`src/rtl/host_specific_top_tx_to_host.sv`:
```
// host_specific_top_tx_to_host
// Return path of the host-specific top level. A 144-bit BLE packet from the
// radio side is latched, its header and CRC-24 are checked, the payload is
// one-time-pad decrypted (unless bypassed), and a byte frame
//   7E, cmd, len, payload bytes (MSB first), checksum
// is streamed to the host UART over a valid/ready handshake.
//
// Ports
//   clk, reset      : clock, asynchronous active-high reset
//   packet_in       : BLE packet, sampled on the accept edge
//   packet_valid    : packet offer (level)
//   decrypt_bypass  : 1 = send payload without XOR, sampled on accept
//   ready           : idle and able to accept
//   tx_data/tx_valid/tx_ready : byte stream to host UART
//   done            : one-cycle pulse after the last byte transfers
//   error/error_code: sticky error flag, 1 = header, 2 = CRC, 3 = length
//   dropped         : pulse per cycle packet_valid is seen while busy
//   good_count      : frames sent, wraps at 255
module host_specific_top_tx_to_host #(
  parameter logic [15:0] KEY         = 16'hA5C3,
  parameter logic [31:0] ACCESS_ADDR = 32'h8E89BED6
) (
  input  logic         clk,
  input  logic         reset,
  input  logic [143:0] packet_in,
  input  logic         packet_valid,
  input  logic         decrypt_bypass,
  output logic         ready,
  output logic [7:0]   tx_data,
  output logic         tx_valid,
  input  logic         tx_ready,
  output logic         done,
  output logic         error,
  output logic [1:0]   error_code,
  output logic         dropped,
  output logic [7:0]   good_count
);

  typedef enum logic [2:0] {
    S_IDLE, S_HDR, S_CRC, S_DEC, S_SEND
  } state_t;

  localparam logic [23:0] CRC_INIT = 24'h555555;
  localparam logic [23:0] CRC_POLY = 24'h00065B;

  state_t state, state_d;

  // Latched packet; the low 32 bits carry nothing of interest.
  logic [143:32] pkt;
  logic          byp;
  logic [23:0]   crc;
  logic [47:0]   crc_sh;
  logic [5:0]    crc_cnt;
  logic [31:0]   pay;
  logic [7:0]    csum;
  logic [2:0]    idx;

  logic unused_low;
  assign unused_low = ^packet_in[31:0];

  // Header field decode
  logic [7:0] cmd, len;
  logic       len4, hdr_bad, len_bad, crc_bad, last_byte;
  assign cmd       = pkt[103:96];
  assign len       = pkt[95:88];
  assign len4      = (len == 8'd4);
  assign hdr_bad   = (pkt[143:136] != 8'hAA) || (pkt[135:104] != ACCESS_ADDR) ||
                     (cmd[7:4] != 4'h0) || (cmd[3:0] == 4'h0);
  assign len_bad   = (len != 8'd2) && (len != 8'd4);
  assign crc_bad   = (crc != pkt[55:32]);
  assign last_byte = (idx == (len4 ? 3'd7 : 3'd5));

  // Decrypted payload and checksum, loaded into pay/csum in DEC.
  // For len 2 only the low half is meaningful, so only it gets the pad.
  logic [31:0] pay_dec;
  logic [7:0]  csum_dec;
  always_comb begin
    pay_dec = pkt[87:56];
    if (!byp) pay_dec = pkt[87:56] ^ (len4 ? {KEY, KEY} : {16'h0000, KEY});
    csum_dec = cmd ^ len ^ pay_dec[15:8] ^ pay_dec[7:0];
    if (len4) csum_dec = csum_dec ^ pay_dec[31:24] ^ pay_dec[23:16];
  end

  // Outgoing frame, indexed by byte position
  logic [7:0] frame [8];
  always_comb begin
    for (int i = 0; i < 8; i++) frame[i] = 8'h00;
    frame[0] = 8'h7E;
    frame[1] = cmd;
    frame[2] = len;
    if (len4) begin
      frame[3] = pay[31:24];
      frame[4] = pay[23:16];
      frame[5] = pay[15:8];
      frame[6] = pay[7:0];
      frame[7] = csum;
    end else begin
      frame[3] = pay[15:8];
      frame[4] = pay[7:0];
      frame[5] = csum;
    end
  end

  // Next-state logic
  always_comb begin
    state_d = state;
    case (state)
      S_IDLE: if (packet_valid)                state_d = S_HDR;
      S_HDR:  state_d = (hdr_bad || len_bad) ? S_IDLE : S_CRC;
      S_CRC:  if (crc_cnt == 6'd47)            state_d = S_DEC;
      S_DEC:  state_d = crc_bad ? S_IDLE : S_SEND;
      S_SEND: if (tx_valid && tx_ready && last_byte) state_d = S_IDLE;
      default: state_d = S_IDLE;
    endcase
  end

  // Next values of the registered outputs
  logic       ready_d, tx_valid_d, done_d, error_d, dropped_d;
  logic [7:0] tx_data_d, good_d;
  logic [1:0] code_d;
  logic [2:0] idx_nxt;
  assign idx_nxt = idx + 3'd1;

  always_comb begin
    ready_d    = ready;
    tx_valid_d = tx_valid;
    tx_data_d  = tx_data;
    done_d     = 1'b0;
    error_d    = error;
    code_d     = error_code;
    good_d     = good_count;
    dropped_d  = packet_valid && (state != S_IDLE);
    case (state)
      S_IDLE: if (packet_valid) begin
        ready_d = 1'b0;
        error_d = 1'b0;
        code_d  = 2'd0;
      end
      S_HDR: begin
        if (hdr_bad) begin
          error_d = 1'b1; code_d = 2'd1; ready_d = 1'b1;
        end else if (len_bad) begin
          error_d = 1'b1; code_d = 2'd3; ready_d = 1'b1;
        end
      end
      S_DEC: if (crc_bad) begin
        error_d = 1'b1; code_d = 2'd2; ready_d = 1'b1;
      end
      S_SEND: begin
        // tx_valid is low only on the first SEND cycle: present the flag byte.
        if (!tx_valid) begin
          tx_valid_d = 1'b1;
          tx_data_d  = frame[0];
        end else if (tx_ready) begin
          if (last_byte) begin
            tx_valid_d = 1'b0;
            done_d     = 1'b1;
            ready_d    = 1'b1;
            good_d     = good_count + 8'd1;
          end else begin
            tx_data_d = frame[idx_nxt];
          end
        end
      end
      default: ;
    endcase
  end

  // State and output registers
  always_ff @(posedge clk or posedge reset) begin
    if (reset) begin
      state      <= S_IDLE;
      ready      <= 1'b1;
      tx_valid   <= 1'b0;
      tx_data    <= 8'h00;
      done       <= 1'b0;
      error      <= 1'b0;
      error_code <= 2'd0;
      dropped    <= 1'b0;
      good_count <= 8'h00;
    end else begin
      state      <= state_d;
      ready      <= ready_d;
      tx_valid   <= tx_valid_d;
      tx_data    <= tx_data_d;
      done       <= done_d;
      error      <= error_d;
      error_code <= code_d;
      dropped    <= dropped_d;
      good_count <= good_d;
    end
  end

  // Datapath: packet latch, bit-serial CRC, decrypt, byte index
  always_ff @(posedge clk or posedge reset) begin
    if (reset) begin
      pkt     <= '0;
      byp     <= 1'b0;
      crc     <= '0;
      crc_sh  <= '0;
      crc_cnt <= '0;
      pay     <= '0;
      csum    <= '0;
      idx     <= '0;
    end else begin
      case (state)
        S_IDLE: if (packet_valid) begin
          pkt <= packet_in[143:32];
          byp <= decrypt_bypass;
        end
        S_HDR: begin
          crc     <= CRC_INIT;
          crc_sh  <= pkt[103:56];
          crc_cnt <= '0;
        end
        S_CRC: begin
          crc     <= {crc[22:0], 1'b0} ^ ((crc[23] ^ crc_sh[47]) ? CRC_POLY : 24'h0);
          crc_sh  <= {crc_sh[46:0], 1'b0};
          crc_cnt <= crc_cnt + 6'd1;
        end
        S_DEC: begin
          pay <= pay_dec;
          csum <= csum_dec;
        end
        S_SEND: begin
          if (!tx_valid)     idx <= '0;
          else if (tx_ready) idx <= idx_nxt;
        end
        default: ;
      endcase
    end
  end

endmodule

```
`config.mk`:
```
export PLATFORM = sky130hd
export DESIGN_NAME = host_specific_top_tx_to_host
export DESIGN_NICKNAME = d
export VERILOG_FILES = /design/src/rtl/host_specific_top_tx_to_host.sv
export SDC_FILE = /design/constraint.sdc
export NUM_CORES = 1
export LEC_CHECK = 0
export BUFFER_PORTS_ARGS = -buffer_cell sky130_fd_sc_hd__buf_2
export CAP_MARGIN = 0
export CELL_PAD_IN_SITES_DETAIL_PLACEMENT = 2
export CELL_PAD_IN_SITES_GLOBAL_PLACEMENT = 2
export CORE_MARGIN = 2
export CORE_UTILIZATION = 30
export DETAILED_ROUTE_END_ITERATION = 8
export PLACE_DENSITY = 0.72
export SYNTH_ARGS = -nofsm -noshare
export SYNTH_HDL_FRONTEND = slang
export SYNTH_SLANG_ARGS = --single-unit
```
`constraint.sdc`:
```
create_clock -name clk -period 12 [get_ports clk]
set_input_delay 2.4 -clock clk [delete_from_list [all_inputs] [get_ports clk]]
set_output_delay 2.4 -clock clk [all_outputs]
set_load 0.02 [all_outputs]
```
==> metrics.txt, run 1 <==
switch share=29.5%; outcome=complete, no violations; IO Pins=172; total global-route track usage=16.5%; die boundary height=201 um; Net Count, Synth=1110; leading register cell type out of synthesis=sky130_fd_sc_hd__dfrtp_1; most used cells in the layout excluding fill and tap cells=sky130_fd_sc_hd__dfrtp_1, sky130_fd_sc_hd__nand2_1, sky130_fd_sc_hd__buf_2; final layout net count=between 1000 and 1500; HPWL after DPL=22100 um; leakage power summed over all cells=around 6.1 nW; combinational share of power=17.0%; class of the most critical setup path=input port to flop; Std-Cell Rows=72; Fmax=236 MHz; final period demand of the worst path=4.24 ns; required time worst endpoint=between 10 and 15 ns; fraction of final layout cells with drive strength greater than 1=32.4%; Total Wirelength=32700 um; number of antenna violations at the first check in global routing=0; Resized Gates After CTS=0; RSZ-0062 raised after global routing=false; worst voltage drop across the vdd grid=roughly 90 uV; Seq pwr share=44.5%; kind of launch point of the worst setup path=input port; max-slew violation count=0; CTS Root Cell=sky130_fd_sc_hd__clkbuf_16; setup total negative slack=0 ns; headroom to the max-slew limit=24.7%; final worst-path cycle share=a little over a third; drt first-iter violations=roughly 340; net switching power figure=0.749 mW; DRT antenna net count=0; total via count in the routed design=7996; post-route total power=approximately 2.5 mW; clock network latency to the later pin of the worst-skew pair=0.57 ns; global placer's final weighted congestion=between 0.7 and 0.8; most common cell after layout, fill and taps aside=sky130_fd_sc_hd__dfrtp_1; launch instance of the worst register-to-register path=state[1]; average footprint of a synthesized cell=12.2 um^2; worst hold endpoint=good_count[7]; cts bufs inserted=30; area enclosed by the die boundary=around 0.040 mm^2; number of levels the H-tree was split into=1; Cell Area, Synth=approximately 0.012 mm^2; power per cell area=182 mW/mm^2; buffer count from post-CTS setup fixing=0; number of diodes=0; worst hold path type=flop to flop; endpoint of the lowest-slack register-to-register path=error_code[0]; Yosys cell types=between 60 and 70; data arrival time of the worst path=about 4.7 ns; Via density=4.92; CTS tree=yes; grt total ovfl=0; internal power=1.79 mW; first-pass GRT wire length=roughly 53000 um; number of instances on the worst hold path=1; ys async rst share=between 90% and 100%; vias in the first global route=9066; count of buffers inserted at the top-level ports=139; Worst Reg-to-Reg Cells=7; remaining design rule violation count=0; clock-pin transition on the worst setup and hold timing paths=0.06 ns; actual slew at the worst max-slew pin=between 1 and 1.5 ns; hold_buf cts=0; layout-stage area growth over the synthesis result=19.4%; post-synthesis cell count=958; clock sink count=between 200 and 300; synthesis warning total=0; floorplan core area=0.0385 mm^2; peak fanout along the critical path=87; effective utilization at floorplan=around 30%; number of synthesized flops with an enable pin=0; maximum buffer depth of the clock tree=3; R2R Setup Slk=8.80 ns; Setup crit end kind=flop; DIE WIDTH=~200 um; total of flip-flops plus latches after synthesis=between 200 and 300; first-pass detailed-route iteration total=4; Clk pwr share=38.5%; hold violation total from the final report=0; setup clock skew after layout=0.0202 ns; drt wl/cell=20.1 um; number of failing setup endpoints in the final timing report=0; maximum number of pins on one net before global-route repair=125; part of the Yosys area used for sequential elements=55.9%; origin of the worst min-delay path=good_count[7]; number of max-cap violations=0
per-layer routing:
layer	part of all wire, %	track usage [%]
met1	46	22.4
met2	49	27.7
met3	3.5	2.34
met4	1.6	3.94
met5	0	0
cell usage after synthesis, drive strengths merged (12+ instances only):
master	count	area, um^2
mux2	131	1480
xor2	30	263
buf	28	159
nor2	21	86.3
a22oi	46	345
xnor2	69	623
o21ai	44	228
dfrtp	259	6480
a22o	12	105
nand4	14	87.6
clkbuf	26	97.6
nand2	157	597
sequential cells by signal (all words and copies together), names as in the netlist, 3 cells and up:
register / count
good_count: 8
crc: 24
state: 3
idx: 3
pkt: 112
csum: 8
crc_sh: 48
tx_data: 8
crc_cnt: 6
pay: 32
final cells by class:
| class | count | area, um^2 |
|---|---|---|
| clock inverters | 12 | 138 |
| fillers | 4071 | 24600 |
| inverters | 7 | 33.8 |
| flip-flops and latches | 260 | 6510 |
| clock buffers | 44 | 925 |
| multi-input cells | 637 | 4880 |
| well taps | 518 | 648 |
| repair buffers | 148 | 763 |
cell families after synthesis:
| logic type | Yosys count | synth area share [%] |
|---|---|---|
| simple gates | 245 | 10.2 |
| fa+ha+maj | 3 | 0.322 |
| mux | 140 | 14.2 |
| buf+inv | 61 | 2.43 |
| compound gates | 150 | 9.32 |
| flops | 260 | 55.9 |
| xor+xnor | 99 | 7.61 |
how the worst max path moves through the flow:
stage | depth (start not counted) | to | from | slack [ns]
2_1_floorplan | 1 | byp | reset | 2.45
3_3_place_gp | 6 | pkt[106] | packet_valid | 7.15
3_5_place_dp | 6 | pkt[61] | packet_valid | 7.09
4_1_cts | 6 | pkt[40] | packet_valid | 7.72
5_1_grt | 6 | pkt[116] | packet_valid | 7.54
6_report | 6 | pkt[32] | packet_valid | 7.76
worst max-delay path, cell delays in order:
cell and delay (ns):
sky130_fd_sc_hd__buf_2 0.09, sky130_fd_sc_hd__nand2b_1 0.13, sky130_fd_sc_hd__nor3_4 0.25, sky130_fd_sc_hd__buf_4 0.39
sky130_fd_sc_hd__buf_4 0.88, sky130_fd_sc_hd__mux2_2 0.43
metrics by stage:
stage,instances,setup slack (ns),hold slack [ns],utilization [%],instance area [um^2]
floorplan,958,2.45,0.444,-,11600
global placement,1570,7.15,0.458,33.4,12800
detailed placement,1570,7.09,0.466,33.4,12800
CTS,1626,7.72,0.481,36.1,13900
global route,1626,7.54,0.509,36.1,13900
finish,1626,7.76,0.478,36.1,13900
power groups by stage:
stage / clock (mW) / combinational [mW] / sequential [mW]
after global placement: 0 / 0.419 / 1.14
after detailed placement: 0 / 0.435 / 1.14
after floorplan: 0 / 0.321 / 1.10
final: 0.976 / 0.431 / 1.13
after global routing: 1.04 / 0.479 / 1.15
after CTS: 1.01 / 0.441 / 1.13
Note: power is estimated with default switching activity, not from simulation.
==> run 2, diff against run 1 <==
Settings changed: ABC_AREA from default to 1, PLACE_DENSITY 0.72 to 0.81.
Clock period 12 ns to 3.4 ns, I/O delays scaled along.
==> run 2 against run 1 <==
Against the previous run: final cell count rose by 35%; die area rose by 7.6%; synthesized cell count rose by 58%; total power rose to 5.4 times the previous value; clock-buffer cell count fell by 2; clock power rose to 3.5 times the previous value; non-clock buffer count rose by 14; register-to-register slack got worse by 7.8 ns; setup slack got worse by 6.8 ns; cell area rose by 7.5%; wire length rose by 34%; combinational power rose to 12 times the previous value; largest cell class unchanged; highest routed layer unchanged.
==> metrics.txt, run 2 <==
DRT met1 WL=19700 um; max-slew violation count=0; fraction of final layout cells with drive strength greater than 1=17.8%; floorplan core area=0.0410 mm^2; Total Wirelength=43600 um; Hold Worst Slack=about 0.27 ns; Resized Gates After CTS=0; buffer count from post-CTS setup fixing=0; count of buffers inserted at the top-level ports=139; most common cell after layout, fill and taps aside=sky130_fd_sc_hd__nand2_1; Via density=4.98; effective utilization at floorplan=30.6%; amount of wire on met2 after detailed routing=21400 um; grt total ovfl=0; IO Pins=between 150 and 200; HPWL after DPL=roughly 32000 um; number of levels the H-tree was split into=1; number of synthesized flops with an enable pin=0; Post-DP Area=0.0139 mm^2; ranking of synthesized cells by area=sky130_fd_sc_hd__dfrtp_1, sky130_fd_sc_hd__nand2_1, sky130_fd_sc_hd__nor2_1; headroom to the max-slew limit=between 40% and 50%; total via count in the routed design=11000; most frequent cell on the critical path=sky130_fd_sc_hd__nand2_1; first-pass GRT wire length=just over 70000 um; hold_buf cts=0; Top Registers=pkt: 112 flops, crc_sh: 48 flops, pay: 32 flops; setup total negative slack=0 ns; worst voltage drop across the vdd grid=368 uV; die boundary height=209 um; Yosys cell types=43; layout-stage area growth over the synthesis result=19.0%; fin util=a little over a third; peak fanout along the critical path=22; stage delay of the slowest cell on the critical path=0.47 ns; ys async rst share=100%; class of the most critical setup path=flop to flop; CP bufs+invs=1; # fillers=4662; synthesis warning total=0; final layout net count=between 1500 and 2000; final period demand of the worst path=about 2.4 ns; drt wl/cell=19.8 um; Std-Cell Rows=74; CTS Root Cell=sky130_fd_sc_hd__clkbuf_16; met3 wire length=1550 um; Setup crit end kind=flop; gate family responsible for the most delay along the worst path=simple AND/OR/NAND/NOR gates; Largest register FFs=112; vias in the first global route=about 12000; cts bufs inserted=31; highest metal layer used by the detailed router=met4; maximum buffer depth of the clock tree=3; CTS tree=yes; part of the Yosys area used for sequential elements=51.9%; total of flip-flops plus latches after synthesis=260; maximum number of pins on one net before global-route repair=65; kind of launch point of the worst setup path=flop; footprint of the flip-flops and latches=0.00651 mm^2; leading register cell type out of synthesis=sky130_fd_sc_hd__dfrtp_1; global placer's final weighted congestion=~0.84; critical path, cell by cell=inv_2 > nand2_2 > nor2_4 > nand2_2 > nand2_1 > nand4_1 > nand4_1 > nand2_1 > nand2_1; data arrival time of the worst path=2.90 ns; first-pass detailed-route iteration total=4; Cell Area, Synth=around 0.013 mm^2; actual slew at the worst max-slew pin=0.866 ns; standard cell with the maximum stage delay on the critical path=sky130_fd_sc_hd__dfrtp_1; final worst-path cycle share=between 70% and 80%; number of antenna violations at the first check in global routing=2; setup clock skew after layout=0.0174 ns; Net Count, Synth=1661; number of max-cap violations=0; outcome=complete, no violations; hold violation total from the final report=0; largest area contributor in the synthesized netlist=sky130_fd_sc_hd__dfrtp_1; Most flops, register=pkt; average footprint of a synthesized cell=8.32 um^2; Fmax=411 MHz; remaining design rule violation count=0; clock network latency to the later pin of the worst-skew pair=0.59 ns; area taken by multi-input logic gates=between 0.005 and 0.006 mm^2; most common cell in the netlist=sky130_fd_sc_hd__nand2_1; area share of the largest cell type after synthesis=51.7%; leakage power summed over all cells=7.33 nW; number of failing setup endpoints in the final timing report=0; worst hold path type=input port to asynchronous set/reset pin; DIE WIDTH=209 um; post-synthesis cell count=1509; clock-pin transition on the worst setup and hold timing paths=0.06 ns; top post-synthesis cells by count=sky130_fd_sc_hd__nand2_1, sky130_fd_sc_hd__dfrtp_1, sky130_fd_sc_hd__nor2_1; DRT antenna net count=0; post-route total power=13.6 mW; drt first-iter violations=511; final instance area=~0.015 mm^2; required time worst endpoint=3.87 ns; RSZ-0062 raised after global routing=false; power per cell area=909 mW/mm^2; most used cells in the layout excluding fill and tap cells=sky130_fd_sc_hd__nand2_1, sky130_fd_sc_hd__dfrtp_1, sky130_fd_sc_hd__nor2_1; clock sink count=260; total global-route track usage=20.6%; area enclosed by the die boundary=0.0435 mm^2
-- run 2: power by group --
group          internal (mW)  switching (mW)
sequential              4.21           0.902
clock                   2.00            1.43
combinational           1.70            3.35
-- run 2: path summary, 6_finish.rpt --
path | from | endpoint | slack (ns) | cells after the start
min | reset | pkt[37] | 0.27 | 2
max in group asynchronous | reset | pkt[114] | 2.30 | 3
max | pkt[88] | error_code[0] | 0.97 | 9
min reg2reg | ready | ready | 0.47 | 2
max reg2reg | pkt[88] | error_code[0] | 0.97 | 9
min in group clk | packet_in[68] | pkt[68] | 0.32 | 2
-- run 2: metrics by stage --
stage / instances / setup WS (ns)
final: 2202 / 0.969
after global routing: 2200 / 0.767
after CTS: 2200 / 0.996
after detailed placement: 2142 / 1.07
after global placement: 2142 / 1.15
after floorplan: 1509 / -0.707
-- run 2: logic make-up (layout without fill, tap and decap cells) --
group	count (synthesis)	after routing	share of synthesized area (%)
compound gates	250	250	11.4
flops	260	260	51.9
xor+xnor	32	32	2.34
other cells	0	2	0
buf+inv	230	389	7.58
simple gates	689	689	22.5
mux	45	45	4.03
fa+ha+maj	3	3	0.299
-- run 2: cell type report --
cell class	count	area share (%)
clock buffer	42	6.01
clock inverter	16	0.980
sequential	260	43.6
timing repair buffer	162	6.48
inverter	169	4.27
antenna	2	0.0335
tap	532	4.46
multi-input combinational	1019	34.2
-- run 2: worst reg2reg max path: stages, from the launching register on --
cell                      delay, ns
sky130_fd_sc_hd__dfrtp_1       0.47
sky130_fd_sc_hd__inv_2         0.12
sky130_fd_sc_hd__nand2_2       0.11
sky130_fd_sc_hd__nor2_4        0.04
sky130_fd_sc_hd__nand2_2       0.43
sky130_fd_sc_hd__nand2_1       0.36
sky130_fd_sc_hd__nand4_1       0.39
sky130_fd_sc_hd__nand4_1       0.23
sky130_fd_sc_hd__nand2_1       0.11
sky130_fd_sc_hd__nand2_1       0.06
-- run 2: layer usage --
| layer | global-route usage (%) | vias to the layer above |
|---|---|---|
| li1 | - | 5122 |
| met1 | 27.3 | 5618 |
| met2 | 35.3 | 178 |
| met3 | 3.00 | 53 |
| met4 | 5.18 | 0 |
| met5 | 0 | - |
==> run 3, diff against run 2 <==
Settings changed: PLACE_DENSITY 0.81 to 0.78.
Clock period 3.4 ns to 2.4 ns, I/O delays scaled along.
==> run 3 against run 2 <==
Against the previous run: fmax rose by 14%; register-to-register slack got worse by 0.71 ns; sequential share of layout area rose by 0.11 points; clock-buffer cell count rose by 6; utilization fell by 0.095 points; wire length fell by 0.82%; sequential power rose by 41%; combinational power rose by 45%; non-clock buffer count rose by 7; clock skew rose by 0.0034 ns; die area did not move; critical path type unchanged; critical endpoint unchanged; largest power group is now combinational cells.
==> metrics.txt, run 3 (synthesis gave the netlist of run 2 again) <==
Critical Path Source=pkt[93]; worst setup slack after placement=about 0.29 ns; RSZ-0062 raised after global routing=false; DIE WIDTH=roughly 210 um; number of levels the H-tree was split into=1; die boundary height=~210 um; first-pass detailed-route iteration total=6; final layout net count=1802; worst voltage drop across the vdd grid=676 uV; area enclosed by the die boundary=0.0435 mm^2; most used cells in the layout excluding fill and tap cells=sky130_fd_sc_hd__nand2_1, sky130_fd_sc_hd__dfrtp_1, sky130_fd_sc_hd__nor2_1; required time worst endpoint=2.90 ns; cell count after placement=about 2100; kind of launch point of the worst setup path=flop; IO Pins=approximately 170; Worst Slack Setup Final=0.261 ns; most common cell after layout, fill and taps aside=sky130_fd_sc_hd__nand2_1; HPWL after DPL=31100 um; maximum number of pins on one net before global-route repair=115; global placer's final weighted congestion=approximately 0.80; capturing element of the worst setup path=error_code[0]; setup clock skew after layout=slightly above 0.02 ns; data arrival time of the worst path=2.64 ns; cts bufs inserted=31; clock network latency to the later pin of the worst-skew pair=about 0.58 ns; number of diodes=0; fraction of final layout cells with drive strength greater than 1=between 15 and 20%; layout-stage area growth over the synthesis result=18.7%; number of failing setup endpoints in the final timing report=0; clock sink count=between 200 and 300; launch instance of the worst register-to-register path=pkt[93]; drt wl/cell=19.6 um; floorplan core area=just over 0.04 mm^2; final worst-path cycle share=about nine tenths; class of the most critical setup path=flop to flop; max-slew violation count=0; grt total ovfl=0; R2R Setup Slk=0.26 ns; CTS tree=yes; number of cells in the finished layout apart from fillers=2203; Worst Reg-to-Reg Cells=9; vias in the first global route=around 12000; leakage power summed over all cells=~7.3 nW; remaining design rule violation count=0; worst hold path type=input port to flop; actual slew at the worst max-slew pin=about 0.71 ns; total via count in the routed design=10900; clock-pin transition on the worst setup and hold timing paths=0.06 ns; Total Wirelength=43200 um; Via density=around 5.0; number of antenna violations at the first check in global routing=0; drt first-iter violations=between 500 and 600; headroom to the max-slew limit=52.8%; Resized Gates After CTS=0; hold violation total from the final report=0; count of buffers inserted at the top-level ports=approximately 140; power per cell area=around 1300 mW/mm^2; post-route total power=about 19 mW; Hold Worst Slack=0.147 ns; Setup crit end kind=flop; origin of the worst min-delay path=packet_in[53]; outcome=complete, no violations; Std-Cell Rows=74; peak fanout along the critical path=8; number of max-cap violations=0; maximum buffer depth of the clock tree=3; Top Registers=pkt: 112 flops, crc_sh: 48 flops, pay: 32 flops; total global-route track usage=20.3%; Largest register FFs=112; Fmax=about 470 MHz; effective utilization at floorplan=30.6%; fin util=36.3%; # fillers=approximately 4700; Most flops, register=pkt; final period demand of the worst path=2.14 ns; CTS Root Cell=sky130_fd_sc_hd__clkbuf_16; DRT antenna net count=0; first-pass GRT wire length=between 60000 and 70000 um; endpoint of the lowest-slack register-to-register path=error_code[0]
-- run 3: through the flow --
stage,area [um^2],setup TNS (ns)
2_1_floorplan,12600,-390.85
5_1_grt,14900,0
3_3_place_gp,13900,0
4_1_cts,14900,0
3_5_place_dp,13900,0
6_report,14900,0
-- run 3: routing by layer --
metal / part of all wire (%) / wire, um / GRT usage, % / vias up
li1: - / - / - / 5130
met1: 46 / 20100 / 27.7 / 5577
met2: 48 / 20900 / 34.7 / 171
met3: 3.1 / 1360 / 2.37 / 56
met4: 2.1 / 895 / 4.49 / 0
met5: 0 / 0 / 0 / -
-- run 3: worst min-delay path by stage --
stage                          end  depth (start not counted)  slack, ns
after global placement     pkt[55]                          2       0.44
after floorplan            csum[7]                          2       0.44
after detailed placement   pkt[55]                          2       0.45
final                      pkt[53]                          2       0.15
after CTS                  pkt[57]                          2       0.12
after global routing      pkt[136]                          2       0.13
-- run 3: critical path, stage by stage (launching register included) --
cell                      delay, ns
sky130_fd_sc_hd__dfrtp_1       0.46
sky130_fd_sc_hd__inv_2         0.12
sky130_fd_sc_hd__nand2_2       0.07
sky130_fd_sc_hd__nor2_4        0.15
sky130_fd_sc_hd__nand2_2       0.17
sky130_fd_sc_hd__nand2_1       0.29
sky130_fd_sc_hd__nand4_1       0.35
sky130_fd_sc_hd__nand4_1       0.29
sky130_fd_sc_hd__nand2_1       0.08
sky130_fd_sc_hd__nand2_1       0.07
-- run 3: final cells by class --
type / instances / area [um^2] / share of cell area (%)
well taps: 532 / 666 / 4.47
clock buffers: 48 / 920 / 6.17
flip-flops and latches: 260 / 6510 / 43.7
multi-input cells: 1019 / 5110 / 34.3
inverters: 169 / 638 / 4.28
clock inverters: 6 / 60.1 / 0.403
repair buffers: 169 / 998 / 6.70
-- run 3: timing repair --
action,CTS,global route
hold buffers,1,0
buffers inserted,0,0
endpoints found under the hold margin,4,0
-- run 3: power by group --
group / total [mW] / switching, mW / internal, mW
clock network: 4.61 / 1.90 / 2.71
registers: 7.19 / 1.23 / 5.96
logic: 7.33 / 4.84 / 2.49
total: 19.1 / 7.96 / 11.2
